### src/rtl/snake_pkg.sv
// Shared types and constants for the snake body controller and its helpers.
package snake_pkg;

    localparam int unsigned COORD_W     = 10;
    localparam int unsigned HEAD_W      = COORD_W + 1;
    localparam int unsigned LEN_W       = 5;
    localparam int unsigned MAX_LEN_DEF = 20;
    localparam int unsigned STEP_DEF    = 10;
    localparam int unsigned X_MIN_DEF   = 150;
    localparam int unsigned X_MAX_DEF   = 779;
    localparam int unsigned Y_MIN_DEF   = 41;
    localparam int unsigned Y_MAX_DEF   = 510;
    localparam int unsigned START_X_DEF = 450;
    localparam int unsigned START_Y_DEF = 281;

    // Coordinate parked in unused slots; never a legal head position.
    localparam logic [COORD_W-1:0] PARK = 10'h3FF;

    typedef enum logic [1:0] {
        DIR_UP    = 2'd0,
        DIR_RIGHT = 2'd1,
        DIR_DOWN  = 2'd2,
        DIR_LEFT  = 2'd3
    } dir_e;

    typedef enum logic [1:0] {
        ST_IDLE = 2'd0,
        ST_RUN  = 2'd1,
        ST_DEAD = 2'd2
    } state_e;

    // Opposite directions differ only in bit 1 of the encoding.
    function automatic logic is_reverse(input dir_e a, input dir_e b);
        return (a ^ b) == 2'd2;
    endfunction

endpackage

### src/rtl/snake_hit_detect.sv
// Combinational self-collision check of a candidate head against live segments.
module snake_hit_detect
    import snake_pkg::*;
#(
    parameter int unsigned MAX_LEN = MAX_LEN_DEF
) (
    input  logic [HEAD_W-1:0]          head_x_i,
    input  logic [HEAD_W-1:0]          head_y_i,
    input  logic [MAX_LEN*COORD_W-1:0] seg_x_i,
    input  logic [MAX_LEN*COORD_W-1:0] seg_y_i,
    input  logic [LEN_W-1:0]           length_i,
    input  logic                       eat_i,
    output logic                       self_hit_c
);

    logic [LEN_W-1:0] limit;

    // The tail slot only counts when eating, since otherwise it moves away.
    always_comb begin
        limit      = eat_i ? length_i : length_i - LEN_W'(1);
        self_hit_c = 1'b0;
        for (int unsigned j = 0; j < MAX_LEN; j++) begin
            if (j < 32'(limit) &&
                head_x_i == {1'b0, seg_x_i[COORD_W*j +: COORD_W]} &&
                head_y_i == {1'b0, seg_y_i[COORD_W*j +: COORD_W]}) begin
                self_hit_c = 1'b1;
            end
        end
    end

endmodule

### src/rtl/snake_body.sv
// Snake body controller: segment arrays, length, movement, growth and collisions.
module snake_body
    import snake_pkg::*;
#(
    parameter int unsigned MAX_LEN = MAX_LEN_DEF,
    parameter int unsigned STEP    = STEP_DEF,
    parameter int unsigned X_MIN   = X_MIN_DEF,
    parameter int unsigned X_MAX   = X_MAX_DEF,
    parameter int unsigned Y_MIN   = Y_MIN_DEF,
    parameter int unsigned Y_MAX   = Y_MAX_DEF,
    parameter int unsigned START_X = START_X_DEF,
    parameter int unsigned START_Y = START_Y_DEF
) (
    input  logic                       clk,
    input  logic                       rst_n,
    input  logic                       start,
    input  logic                       tick,
    input  logic [1:0]                 dir,
    input  logic [COORD_W-1:0]         apple_x,
    input  logic [COORD_W-1:0]         apple_y,
    output logic [MAX_LEN*COORD_W-1:0] block_x,
    output logic [MAX_LEN*COORD_W-1:0] block_y,
    output logic [LEN_W-1:0]           snake_length,
    output logic                       ate,
    output logic                       game_over
);

    localparam logic [MAX_LEN*COORD_W-1:0] INIT_X = {{(MAX_LEN-1){PARK}}, COORD_W'(START_X)};
    localparam logic [MAX_LEN*COORD_W-1:0] INIT_Y = {{(MAX_LEN-1){PARK}}, COORD_W'(START_Y)};

    state_e                     state_q, state_d;
    dir_e                       dir_q, dir_d;
    logic [MAX_LEN*COORD_W-1:0] seg_x_q, seg_x_d, seg_y_q, seg_y_d;
    logic [LEN_W-1:0]           len_q, len_d;
    logic                       ate_q, ate_d, game_over_q, game_over_d;

    logic [HEAD_W-1:0]          next_x, next_y;
    logic                       wall_hit, eat, self_hit;

    assign block_x      = seg_x_q;
    assign block_y      = seg_y_q;
    assign snake_length = len_q;
    assign ate          = ate_q;
    assign game_over    = game_over_q;

    // Candidate head one step along the current direction, 11 bits to expose underflow.
    always_comb begin
        next_x = {1'b0, seg_x_q[COORD_W-1:0]};
        next_y = {1'b0, seg_y_q[COORD_W-1:0]};
        unique case (dir_q)
            DIR_UP:    next_y = next_y - HEAD_W'(STEP);
            DIR_RIGHT: next_x = next_x + HEAD_W'(STEP);
            DIR_DOWN:  next_y = next_y + HEAD_W'(STEP);
            DIR_LEFT:  next_x = next_x - HEAD_W'(STEP);
        endcase
        wall_hit = next_x < HEAD_W'(X_MIN) || next_x > HEAD_W'(X_MAX) ||
                   next_y < HEAD_W'(Y_MIN) || next_y > HEAD_W'(Y_MAX);
        eat      = next_x == {1'b0, apple_x} && next_y == {1'b0, apple_y};
    end

    snake_hit_detect #(.MAX_LEN(MAX_LEN)) u_hit (
        .head_x_i   (next_x),
        .head_y_i   (next_y),
        .seg_x_i    (seg_x_q),
        .seg_y_i    (seg_y_q),
        .length_i   (len_q),
        .eat_i      (eat),
        .self_hit_c (self_hit)
    );

    // State register.
    always_ff @(posedge clk or negedge rst_n) begin
        if (!rst_n) state_q <= ST_IDLE;
        else        state_q <= state_d;
    end

    // Next-state logic; start always wins over tick outside RUN.
    always_comb begin
        state_d = state_q;
        unique case (state_q)
            ST_RUN:  if (tick && (wall_hit || self_hit)) state_d = ST_DEAD;
            default: if (start) state_d = ST_RUN;
        endcase
    end

    // Datapath next values: reinitialise, steer, and shift/grow on a safe tick.
    always_comb begin
        seg_x_d = seg_x_q;
        seg_y_d = seg_y_q;
        len_d   = len_q;
        dir_d   = dir_q;
        ate_d   = 1'b0;
        unique case (state_q)
            ST_RUN: begin
                if (!is_reverse(dir_e'(dir), dir_q)) dir_d = dir_e'(dir);
                if (tick && !wall_hit && !self_hit) begin
                    if (eat && len_q != LEN_W'(MAX_LEN)) len_d = len_q + LEN_W'(1);
                    ate_d = eat;
                    seg_x_d[COORD_W-1:0] = next_x[COORD_W-1:0];
                    seg_y_d[COORD_W-1:0] = next_y[COORD_W-1:0];
                    for (int unsigned i = 1; i < MAX_LEN; i++) begin
                        if (i >= 32'(len_d)) begin
                            seg_x_d[COORD_W*i +: COORD_W] = PARK;
                            seg_y_d[COORD_W*i +: COORD_W] = PARK;
                        end else begin
                            seg_x_d[COORD_W*i +: COORD_W] = seg_x_q[COORD_W*(i-1) +: COORD_W];
                            seg_y_d[COORD_W*i +: COORD_W] = seg_y_q[COORD_W*(i-1) +: COORD_W];
                        end
                    end
                end
            end
            default: begin
                if (start) begin
                    seg_x_d = INIT_X;
                    seg_y_d = INIT_Y;
                    len_d   = LEN_W'(1);
                    dir_d   = DIR_RIGHT;
                end
            end
        endcase
        game_over_d = (state_d == ST_DEAD);
    end

    // Datapath and output registers.
    always_ff @(posedge clk or negedge rst_n) begin
        if (!rst_n) begin
            seg_x_q     <= INIT_X;
            seg_y_q     <= INIT_Y;
            len_q       <= LEN_W'(1);
            dir_q       <= DIR_RIGHT;
            ate_q       <= 1'b0;
            game_over_q <= 1'b0;
        end else begin
            seg_x_q     <= seg_x_d;
            seg_y_q     <= seg_y_d;
            len_q       <= len_d;
            dir_q       <= dir_d;
            ate_q       <= ate_d;
            game_over_q <= game_over_d;
        end
    end

endmodule

### config.mk
export PLATFORM = sky130hd
export DESIGN_NAME = snake_body
export DESIGN_NICKNAME = d
export VERILOG_FILES = /design/src/rtl/snake_pkg.sv /design/src/rtl/snake_hit_detect.sv /design/src/rtl/snake_body.sv
export SDC_FILE = /design/constraint.sdc
export NUM_CORES = 1
export LEC_CHECK = 0
export BUFFER_PORTS_ARGS = -buffer_cell sky130_fd_sc_hd__buf_2
export CAP_MARGIN = 20
export CORE_UTILIZATION = 45
export CTS_CLUSTER_SIZE = 10
export DETAILED_ROUTE_END_ITERATION = 10
export PLACE_DENSITY = 0.66
export SETUP_SLACK_MARGIN = 0.3
export SYNTH_ARGS = -nofsm -noshare
export SYNTH_HDL_FRONTEND = slang
export SYNTH_HIERARCHICAL = 1
export SYNTH_SLANG_ARGS = --single-unit
### constraint.sdc
create_clock -name clk -period 6.3 [get_ports clk]
set_clock_uncertainty 0.2 [all_clocks]
set_input_delay 0.945 -clock clk [delete_from_list [all_inputs] [get_ports clk]]
set_output_delay 0.945 -clock clk [all_outputs]
set_load 0.01 [all_outputs]
==> results of run 1 <==
path summary, 6_finish.rpt:
check / slack [ps] / to / start / cells past startpoint
worst max-delay path: 240 / block_y[173]$_DFFE_PN1P_ / dir_q[0]$_DFFE_PN1P_ / 30
worst min-delay path: 270 / block_y[2]$_DFFE_PN0P_ / rst_n / 1
worst max register to register: 240 / block_y[173]$_DFFE_PN1P_ / dir_q[0]$_DFFE_PN1P_ / 30
worst min register to register: 330 / state_q[1]$_DFF_PN0_ / state_q[1]$_DFF_PN0_ / 1
max in group asynchronous: 4360 / block_x[9]$_DFFE_PN0P_ / rst_n / 2
min in group clk: 330 / state_q[1]$_DFF_PN0_ / state_q[1]$_DFF_PN0_ / 1
layer usage:
| layer | vias up | routed length (um) | GRT usage |
|---|---|---|---|
| met5 | - | 0 | 0 |
| met4 | 0 | 3788 | 0.1281 |
| met3 | 230 | 7932 | 0.06025 |
| met2 | 1221 | 42940 | 0.5388 |
| met1 | 10800 | 37710 | 0.4641 |
| li1 | 8909 | - | - |
critical path, delay by kind of cell, from the launching register on:
kind                       cells  cell delay, ps
DFF                            1             560
adders and majority gates      1             280
xor gates and xnor gates       2             400
AOI/OAI and AO/OA              8            1460
and+or+nand+nor               12            2290
buffers and inverters          7             800
Yosys cell counts, types with 4 or more instances:
| cell | number |
|---|---|
| sky130_fd_sc_hd__dfstp_2 | 390 |
| sky130_fd_sc_hd__xnor2_1 | 331 |
| sky130_fd_sc_hd__o22a_1 | 239 |
| sky130_fd_sc_hd__xor2_1 | 110 |
| sky130_fd_sc_hd__o32a_1 | 100 |
| sky130_fd_sc_hd__clkbuf_1 | 93 |
| sky130_fd_sc_hd__nand4_1 | 91 |
| sky130_fd_sc_hd__nor2_1 | 79 |
| sky130_fd_sc_hd__buf_2 | 57 |
| sky130_fd_sc_hd__nand2_1 | 48 |
| sky130_fd_sc_hd__a211oi_1 | 47 |
| sky130_fd_sc_hd__nand3_1 | 46 |
| sky130_fd_sc_hd__o21ai_0 | 45 |
| sky130_fd_sc_hd__nor4_1 | 44 |
| sky130_fd_sc_hd__o22ai_1 | 42 |
| sky130_fd_sc_hd__inv_1 | 27 |
| sky130_fd_sc_hd__a21oi_1 | 25 |
| sky130_fd_sc_hd__nor3_1 | 23 |
| sky130_fd_sc_hd__dfrtp_1 | 20 |
| sky130_fd_sc_hd__buf_4 | 19 |
| sky130_fd_sc_hd__ha_1 | 13 |
| sky130_fd_sc_hd__o31ai_1 | 12 |
| sky130_fd_sc_hd__mux2i_1 | 10 |
| sky130_fd_sc_hd__o211ai_1 | 10 |
| sky130_fd_sc_hd__a21o_1 | 8 |
| sky130_fd_sc_hd__nor2b_1 | 8 |
| sky130_fd_sc_hd__buf_1 | 7 |
| sky130_fd_sc_hd__o21ai_1 | 7 |
| sky130_fd_sc_hd__or3_1 | 7 |
| sky130_fd_sc_hd__and3_1 | 6 |
| sky130_fd_sc_hd__nand2b_1 | 6 |
| sky130_fd_sc_hd__o31a_1 | 6 |
| sky130_fd_sc_hd__a31oi_1 | 5 |
| sky130_fd_sc_hd__and2_1 | 5 |
| sky130_fd_sc_hd__nand3b_1 | 5 |
| sky130_fd_sc_hd__o2111ai_1 | 5 |
| sky130_fd_sc_hd__or2_2 | 5 |
| sky130_fd_sc_hd__or4_1 | 5 |
| sky130_fd_sc_hd__a21boi_0 | 4 |
| sky130_fd_sc_hd__and4_1 | 4 |
| sky130_fd_sc_hd__buf_6 | 4 |
| sky130_fd_sc_hd__nand4b_1 | 4 |
| sky130_fd_sc_hd__o221ai_1 | 4 |
layout by cell type, fill, tap and decap left out, types with 8 or more instances in the layout:
| cell | instances |
|---|---|
| sky130_fd_sc_hd__nor3_1 | 20 |
| sky130_fd_sc_hd__buf_2 | 430 |
| sky130_fd_sc_hd__o22a_1 | 239 |
| sky130_fd_sc_hd__o32a_1 | 100 |
| sky130_fd_sc_hd__a211oi_1 | 41 |
| sky130_fd_sc_hd__o31ai_1 | 8 |
| sky130_fd_sc_hd__o211ai_1 | 10 |
| sky130_fd_sc_hd__dfrtp_1 | 19 |
| sky130_fd_sc_hd__xor2_1 | 108 |
| sky130_fd_sc_hd__nand2_1 | 44 |
| sky130_fd_sc_hd__xnor2_2 | 9 |
| sky130_fd_sc_hd__buf_12 | 35 |
| sky130_fd_sc_hd__o22ai_1 | 42 |
| sky130_fd_sc_hd__a21oi_1 | 18 |
| sky130_fd_sc_hd__nand4_1 | 91 |
| sky130_fd_sc_hd__nor2_1 | 78 |
| sky130_fd_sc_hd__xnor2_1 | 323 |
| sky130_fd_sc_hd__buf_4 | 147 |
| sky130_fd_sc_hd__nor4_1 | 41 |
| sky130_fd_sc_hd__clkbuf_1 | 9 |
| sky130_fd_sc_hd__a21oi_2 | 9 |
| sky130_fd_sc_hd__dfstp_2 | 390 |
| sky130_fd_sc_hd__clkbuf_16 | 59 |
| sky130_fd_sc_hd__o21ai_0 | 40 |
| sky130_fd_sc_hd__nand3_1 | 43 |
| sky130_fd_sc_hd__inv_1 | 25 |
metrics by stage:
stage / hold slack [ps] / std cells / util / total power (uW) / instance area [um2]
3_5_place_dp: 316.7 / 3197 / 0.5395 / 10070 / 27180
3_3_place_gp: 300.8 / 3196 / 0.5393 / 10000 / 27170
5_1_grt: 290.2 / 3291 / 0.5826 / 13770 / 29350
6_report: 274.4 / 3291 / 0.5826 / 13310 / 29350
4_1_cts: 253.4 / 3270 / 0.5704 / 12760 / 28740
2_1_floorplan: 288.1 / 2099 / - / 7381 / 23220
kinds of logic (layout without fill, tap and decap cells):
group | after synthesis | count (layout) | synth area share
AOI/OAI and AO/OA | 605 | 605 | 0.2152
xor gates and xnor gates | 443 | 443 | 0.1687
DFF | 410 | 410 | 0.4654
and+or+nand+nor | 399 | 399 | 0.09459
buffers and inverters | 210 | 730 | 0.04166
adders and majority gates | 14 | 14 | 0.007910
muxes | 14 | 14 | 0.006447
other | 1 | 4 | 0.0001624
final cells by class:
| class | instances | area (um2) | share of cell area |
|---|---|---|---|
| multi-input cells | 1479 | 11930 | 0.4065 |
| flip-flops and latches | 410 | 10750 | 0.3663 |
| clock buffers | 60 | 1299 | 0.04425 |
| clock inverters | 9 | 76.32 | 0.002601 |
| repair buffers | 632 | 4333 | 0.1476 |
| well taps | 672 | 840.8 | 0.02865 |
| inverters | 29 | 118.9 | 0.004050 |
registers in the layout (all words and copies together), names as in the netlist:
name / cells
game_over: 1
snake_length: 5
state_q: 2
block_y: 200
block_x: 199
dir_q: 2
ate: 1
power by group:
group | switching, uW | internal, uW
clock network | 1100 | 1440
logic | 4820 | 3140
registers | 84.9 | 2720
total | 6010 | 7300
repair_timing:
| item | 4_1_cts | 5_1_grt |
|---|---|---|
| resized for setup | 35 | 64 |
| buffers inserted | 4 | 11 |
| gates cloned | 0 | 10 |
| pin swaps | 15 | 55 |
| endpoints found under the setup margin | 405 | 405 |
==> results.txt, run 1 <==
* Nets: 2641
* Signal arrival time at the worst endpoint: 6380 ps
- Worst IR drop on VDD: 318.3 uV
- STA classifies the critical path startpoint as a register.
- RSZ-0062 raised after global routing: true
* Final ANT Viol Nets: 0
* Measured slew at the worst slew-check pin: 1130 ps
- The longest clock path from root to sink contains 3 buffers.
- For the final routed database, the setup TNS stands at 0 ps.
* CTS Sinks: 410
- Pins over their slew limit: 0
* Global-route wire length before repair: 135400 um
* Overall fraction of global-route tracks in use: 0.3402
- The cell count after synthesis came out at 2096.
- TritonCTS Buffers: 49
- The floorplan step set the die width to 228.5 um.
* Synth unique cells: 94
- Initial antenna violation count: 0
- Dividing the final minimum period by the clock period gives 0.9617.
- Vias: 21160
* Final Wtd Congestion: 1.009
* Run status: finished, final reports clean
- CTS H-tree lvls: 2
- Clock latency on the worst-skew pair, taken at its later pin, is 600 ps.
* Final antenna diode count: 0
- Biggest fanout along the worst timing path: 8
- Number of port buffers: 431
- Most area-consuming cells after synthesis: sky130_fd_sc_hd__dfstp_2 44%, sky130_fd_sc_hd__xnor2_1 13%, sky130_fd_sc_hd__o22a_1 9.1%
- The hold violation total from the final report came to 0.
* Number of vias per cell: 6.430
* Path category of the worst min-delay check: in2async
* Area growth from synthesis to layout: 27.08%
- Timing analysis after detailed placement gives a worst setup slack of -199.6 ps.
- Root buffer selected by CTS: sky130_fd_sc_hd__clkbuf_16
- Hold repair after CTS inserted 0 buffers.
- Syn. warnings: 6
- The wire-length estimate of the detail-placed layout is 64920 um.
- Cell type contributing the most total cell area after synthesis: sky130_fd_sc_hd__dfstp_2
* Initial standard-cell utilization of the core: 0.4584
- Power density over the cells: 453.6 nW/um2
- After detailed routing, the total wire length is 92370 um.
- Number of global-route vias before repair: 20300
- Fraction of synthesized cell area taken by the top area cell type: 0.4437
- Number of flops mapped to enable cells by yosys: 0
* Class of the most critical setup path: reg2reg
- Maximum clock rate: 0.1651 GHz
- Setup-violating endpoint count in the final report: 0
- Primary FF master, synth: sky130_fd_sc_hd__dfstp_2
- Across the run, the number of max-cap violations was 0.
- After the first detailed-routing iteration, the DRC count stood at 2143.
- Number of core rows: 82
- After clock tree synthesis, the clock-pin slew on the worst setup and hold paths is 60 ps.
* Die outline area: 52230 um2
* Slowest cell delay on critical path: 560 ps
* Crit path max-delay cell type: sky130_fd_sc_hd__dfstp_2
- Entering global routing, the biggest net connects 167 pins.
- Avg Synthesized Cell Area: 11.02 um2
* Pre-Repair DR Iteration Count: 6
- Fraction of final layout cells sized beyond drive strength 1: 0.4548
* Leak: 0.01032 uW
- Fill cells in the final layout number 4276.
* Min setup slack post-route: 241.4 ps
- STA puts the critical path data required time at 6620 ps.
- TritonCTS clock tree: built
- Of all flip-flops after synthesis, the portion carrying an async set or reset was 1.000.
- CP Capture Type: register
- Global routing finished with a remaining overflow of 0.
- Number of top-level pins: 433
* Clock period minus final worst setup slack: 6059 ps
* Register area share after synthesis: 0.4654
- The floorplan step defined a core boundary enclosing 50380 um2.
* Cell Area, Synth: 23090 um2
- In the final routed layout, each cell accounts on average for 28.07 um.
- Die Span Y: 228.5 um
- In the routed design, unresolved DRC markers number 0.
- The worst pin sits at a relative slew slack of 0.2467.
* Flip-flop and latch count after synthesis: 410
Note: power is estimated with default switching activity, not from simulation.
==> run 2, diff against run 1 <==
--- a/config.mk
+++ b/config.mk
@@ -10,7 +10,8 @@
 export CORE_UTILIZATION = 45
 export CTS_CLUSTER_SIZE = 10
 export DETAILED_ROUTE_END_ITERATION = 10
-export PLACE_DENSITY = 0.66
+export PLACE_DENSITY = 0.64
+export RECOVER_POWER = 100
 export SETUP_SLACK_MARGIN = 0.3
 export SYNTH_ARGS = -nofsm -noshare
 export SYNTH_HDL_FRONTEND = slang
==> constraint.sdc (replaced) <==
create_clock -name clk -period 7.3 [get_ports clk]
set_clock_uncertainty 0.2 [all_clocks]
set_input_delay 1.095 -clock clk [delete_from_list [all_inputs] [get_ports clk]]
set_output_delay 1.095 -clock clk [all_outputs]
set_load 0.01 [all_outputs]
==> run 2 against run 1 <==
  * The flow now finishes with violations (capacitance limit, slew limit)
  * Worst setup slack better by 280 ps
  * Critical path depth down 2
  * Non-clock buffer count down 93
  * Combinational power down 24%
  * Sequential cell count unchanged
  * Sequential share of layout area up 2.1 points
  * Final cell count down 2.8%
  * Critical path type unchanged
  * Global-route usage up 0.45 points
  * Largest cell class unchanged
  * Count of clock-buffer cells in the layout up 4
  * Sequential power down 14%
==> results.txt, run 2 (synthesized netlist as in run 1, its figures left out) <==
* Final ANT Viol Nets: 0 (unchanged)
* Post-route cell area: 27730 um2 (-5.5%)
* CP Capture Type: register
* Signal arrival time at the worst endpoint: 7070 ps (+690 ps)
- The top cell types in the final layout, fill and taps aside, are 396 x sky130_fd_sc_hd__buf_2, 361 x sky130_fd_sc_hd__dfstp_1, 326 x sky130_fd_sc_hd__xnor2_1.
- Fraction of final layout cells sized beyond drive strength 1: 0.2504 (-0.2044)
* Number of vias per cell: 6.450 (+0.32%)
* CTS Sinks: 410 (unchanged)
- Grt ovf: 0 (unchanged)
- The number of antenna violations at the first check in global routing was 0 (unchanged).
- Total routed wirelength: 92190 um (-0.19%)
* Kind of start point of the critical path: register
- Counting stages on the worst path, the most repeated cell is sky130_fd_sc_hd__inv_1.
- Area growth from synthesis to layout: 20.06%
* Data required time of the worst path: 7590 ps (+970 ps)
- Setup repair after global routing left no endpoint under its margin.
- Post-route DRC violation count: 0 (unchanged)
- Critical path buffer and inverter count: 5 (-2)
- The run finished, with violations left.
* Maximum root-to-sink buffer count: 3 (unchanged)
* Later-pin clock latency in the skew report: 590 ps (about the same)
- The via count of the first global-routing pass came to 20150 (-0.69%).
* Setup Total Neg Slack: 0 ps (unchanged)
- The core box area came to 50380 um2 (unchanged).
- Root buffer selected by CTS: sky130_fd_sc_hd__clkbuf_16
- The global-route wire length before repair was 136800 um (+1.0%).
- TritonCTS clock tree: built
- The number of max-cap violations came to 4 (+4).
- Number of port buffers: 431 (unchanged)
- CTS H-tree lvls: 2 (unchanged)
- Slowest cell delay on critical path: 560 ps (about the same)
- Category of cells accounting for the largest share of critical-path delay: compound AO/OA/AOI/OAI gates
- Ratio of final minimum period to clock period: 0.9289 (-0.03276)
- The first-pass detailed-route iteration total came to 6 (unchanged).
- Measured slew at the worst slew-check pin: 4445 ps (+3315 ps)
- Most common cell after layout, fill and taps aside: sky130_fd_sc_hd__buf_2
* Leak: 0.009018 uW (-13%)
* Pins over their slew limit: 179 (+179)
* Cells on worst reg2reg path: 28 (-6.7%)
* Final Wtd Congestion: 0.9390 (-7.0%)
- Setup-violating endpoint count in the final report: 0 (unchanged)
- Post-CTS clock slew at the launch and capture registers of the worst setup and hold paths: 60 ps (about the same)
- Die Span X: 228.5 um (unchanged)
- The overall die area is 52230 um2 (unchanged).
- Maximum clock rate: 0.1475 GHz (-11%)
- The clock period minus worst slack came to 6781 ps (+722.5 ps).
- The cell area after placement was 26270 um2 (-3.3%).
- Post-detailed-placement half-perimeter wirelength: 64270 um (-1.0%)
- Initial standard-cell utilization of the core: 0.4584 (unchanged)
- Number of stages on the worst setup path: 28 (-6.7%)
- DRC violation total after the first TritonRoute iteration: 2133 (-0.47%)
- The total inserted antenna cells came to 0 (unchanged).
- The count of standard-cell rows is 82 (unchanged).
* Hold Violations, Final: 0 (unchanged)
- The number of vias in the routed layout came to 20640 (-2.5%).
* Average wire length per cell after detail routing: 28.81 um (+2.6%)
- Violated checks: capacitance limit, slew limit
- The number of buffers inserted during clock tree synthesis came to 49 (unchanged).
- The normalized max-slew margin was -1.963 (-2.210).
- Biggest fanout along the worst timing path: 20 (+12)
- Nets: 2548 (-3.5%)
- Crit path max-delay cell type: sky130_fd_sc_hd__dfstp_1
- Worst IR drop on VDD: 276.7 uV (-13%)
* Die Span Y: 228.5 um (unchanged)
- Largest register FFs: 200 (unchanged)
- The global-route usage over all layers was 0.3447 (+0.004529).
* Path category of the worst min-delay check: reg2reg
- Number of top-level pins: 433 (unchanged)
- The pin count of the biggest net entering global routing came to 197 (+18%).
* Power density over the cells: 384.1 nW/um2 (-15%)
- Along the worst hold path, the cell count comes to 1.
* Class of the most critical setup path: reg2reg
## run 2: worst paths after layout
path	slack [ps]	endpoint	start
worst max-delay path	520	block_x[134]$_DFFE_PN1P_	dir_q[0]$_DFFE_PN1P_
worst min-delay path	330	state_q[1]$_DFF_PN0_	state_q[1]$_DFF_PN0_
worst max register to register	520	block_x[134]$_DFFE_PN1P_	dir_q[0]$_DFFE_PN1P_
worst min register to register	330	state_q[1]$_DFF_PN0_	state_q[1]$_DFF_PN0_
max in group asynchronous	1400	block_x[75]$_DFFE_PN1P_	rst_n
min in group asynchronous	1960	dir_q[1]$_DFFE_PN0P_	rst_n
## run 2: repair_timing
item | in CTS | in global routing
gates resized for setup | 5 | 26
cloned | 0 | 1
hold buffers | 0 | 0
pin swaps | 0 | 3
setup endpoints to repair | 239 | 403
buffers inserted | 0 | 9
## run 2: layer usage
metal  wire length, um  track usage  vias to the layer above
li1                  -            -                     8662
met4              4071       0.1418                        0
met5                 0            0                        -
met3              7870      0.06400                      244
met1             38160       0.4722                    10550
met2             42080       0.5363                     1189
## run 2: cell type report
cell class	count	area, um2
Sequential cell	410	10750
Fill cell	4515	22650
Timing Repair Buffer	539	3068
Clock buffer	64	1303
Clock inverter	7	45.04
Multi-Input combinational cell	1479	11610
Inverter	29	108.9
Tap cell	672	840.8
## run 2: metrics by stage
stage	hold WS [ps]	worst slack, ps	cells	power (uW)	util
final	333.2	518.9	3200	10650	0.5504
after floorplan	288.1	571.7	2099	6297	-
after global placement	300.9	57.23	3118	8219	0.5215
after detailed placement	321.2	71.77	3118	8239	0.5215
after CTS	316.9	324.4	3189	10450	0.5485
after global routing	347.6	169.0	3200	11070	0.5504
## run 2: worst reg2reg max path: cells and delay by family (launching register included)
| family | cells | cell delay (ps) |
|---|---|---|
| DFF | 1 | 560 |
| xor gates and xnor gates | 1 | 210 |
| buffers and inverters | 5 | 700 |
| AOI/OAI and AO/OA | 10 | 2490 |
| adders and majority gates | 1 | 390 |
| and+or+nand+nor | 11 | 2160 |
## run 2: power by group
part	switching, uW	total (uW)	internal, uW
clock network	937	2170	1230
logic	3920	6050	2140
registers	97.3	2430	2330
total	4950	10700	5700
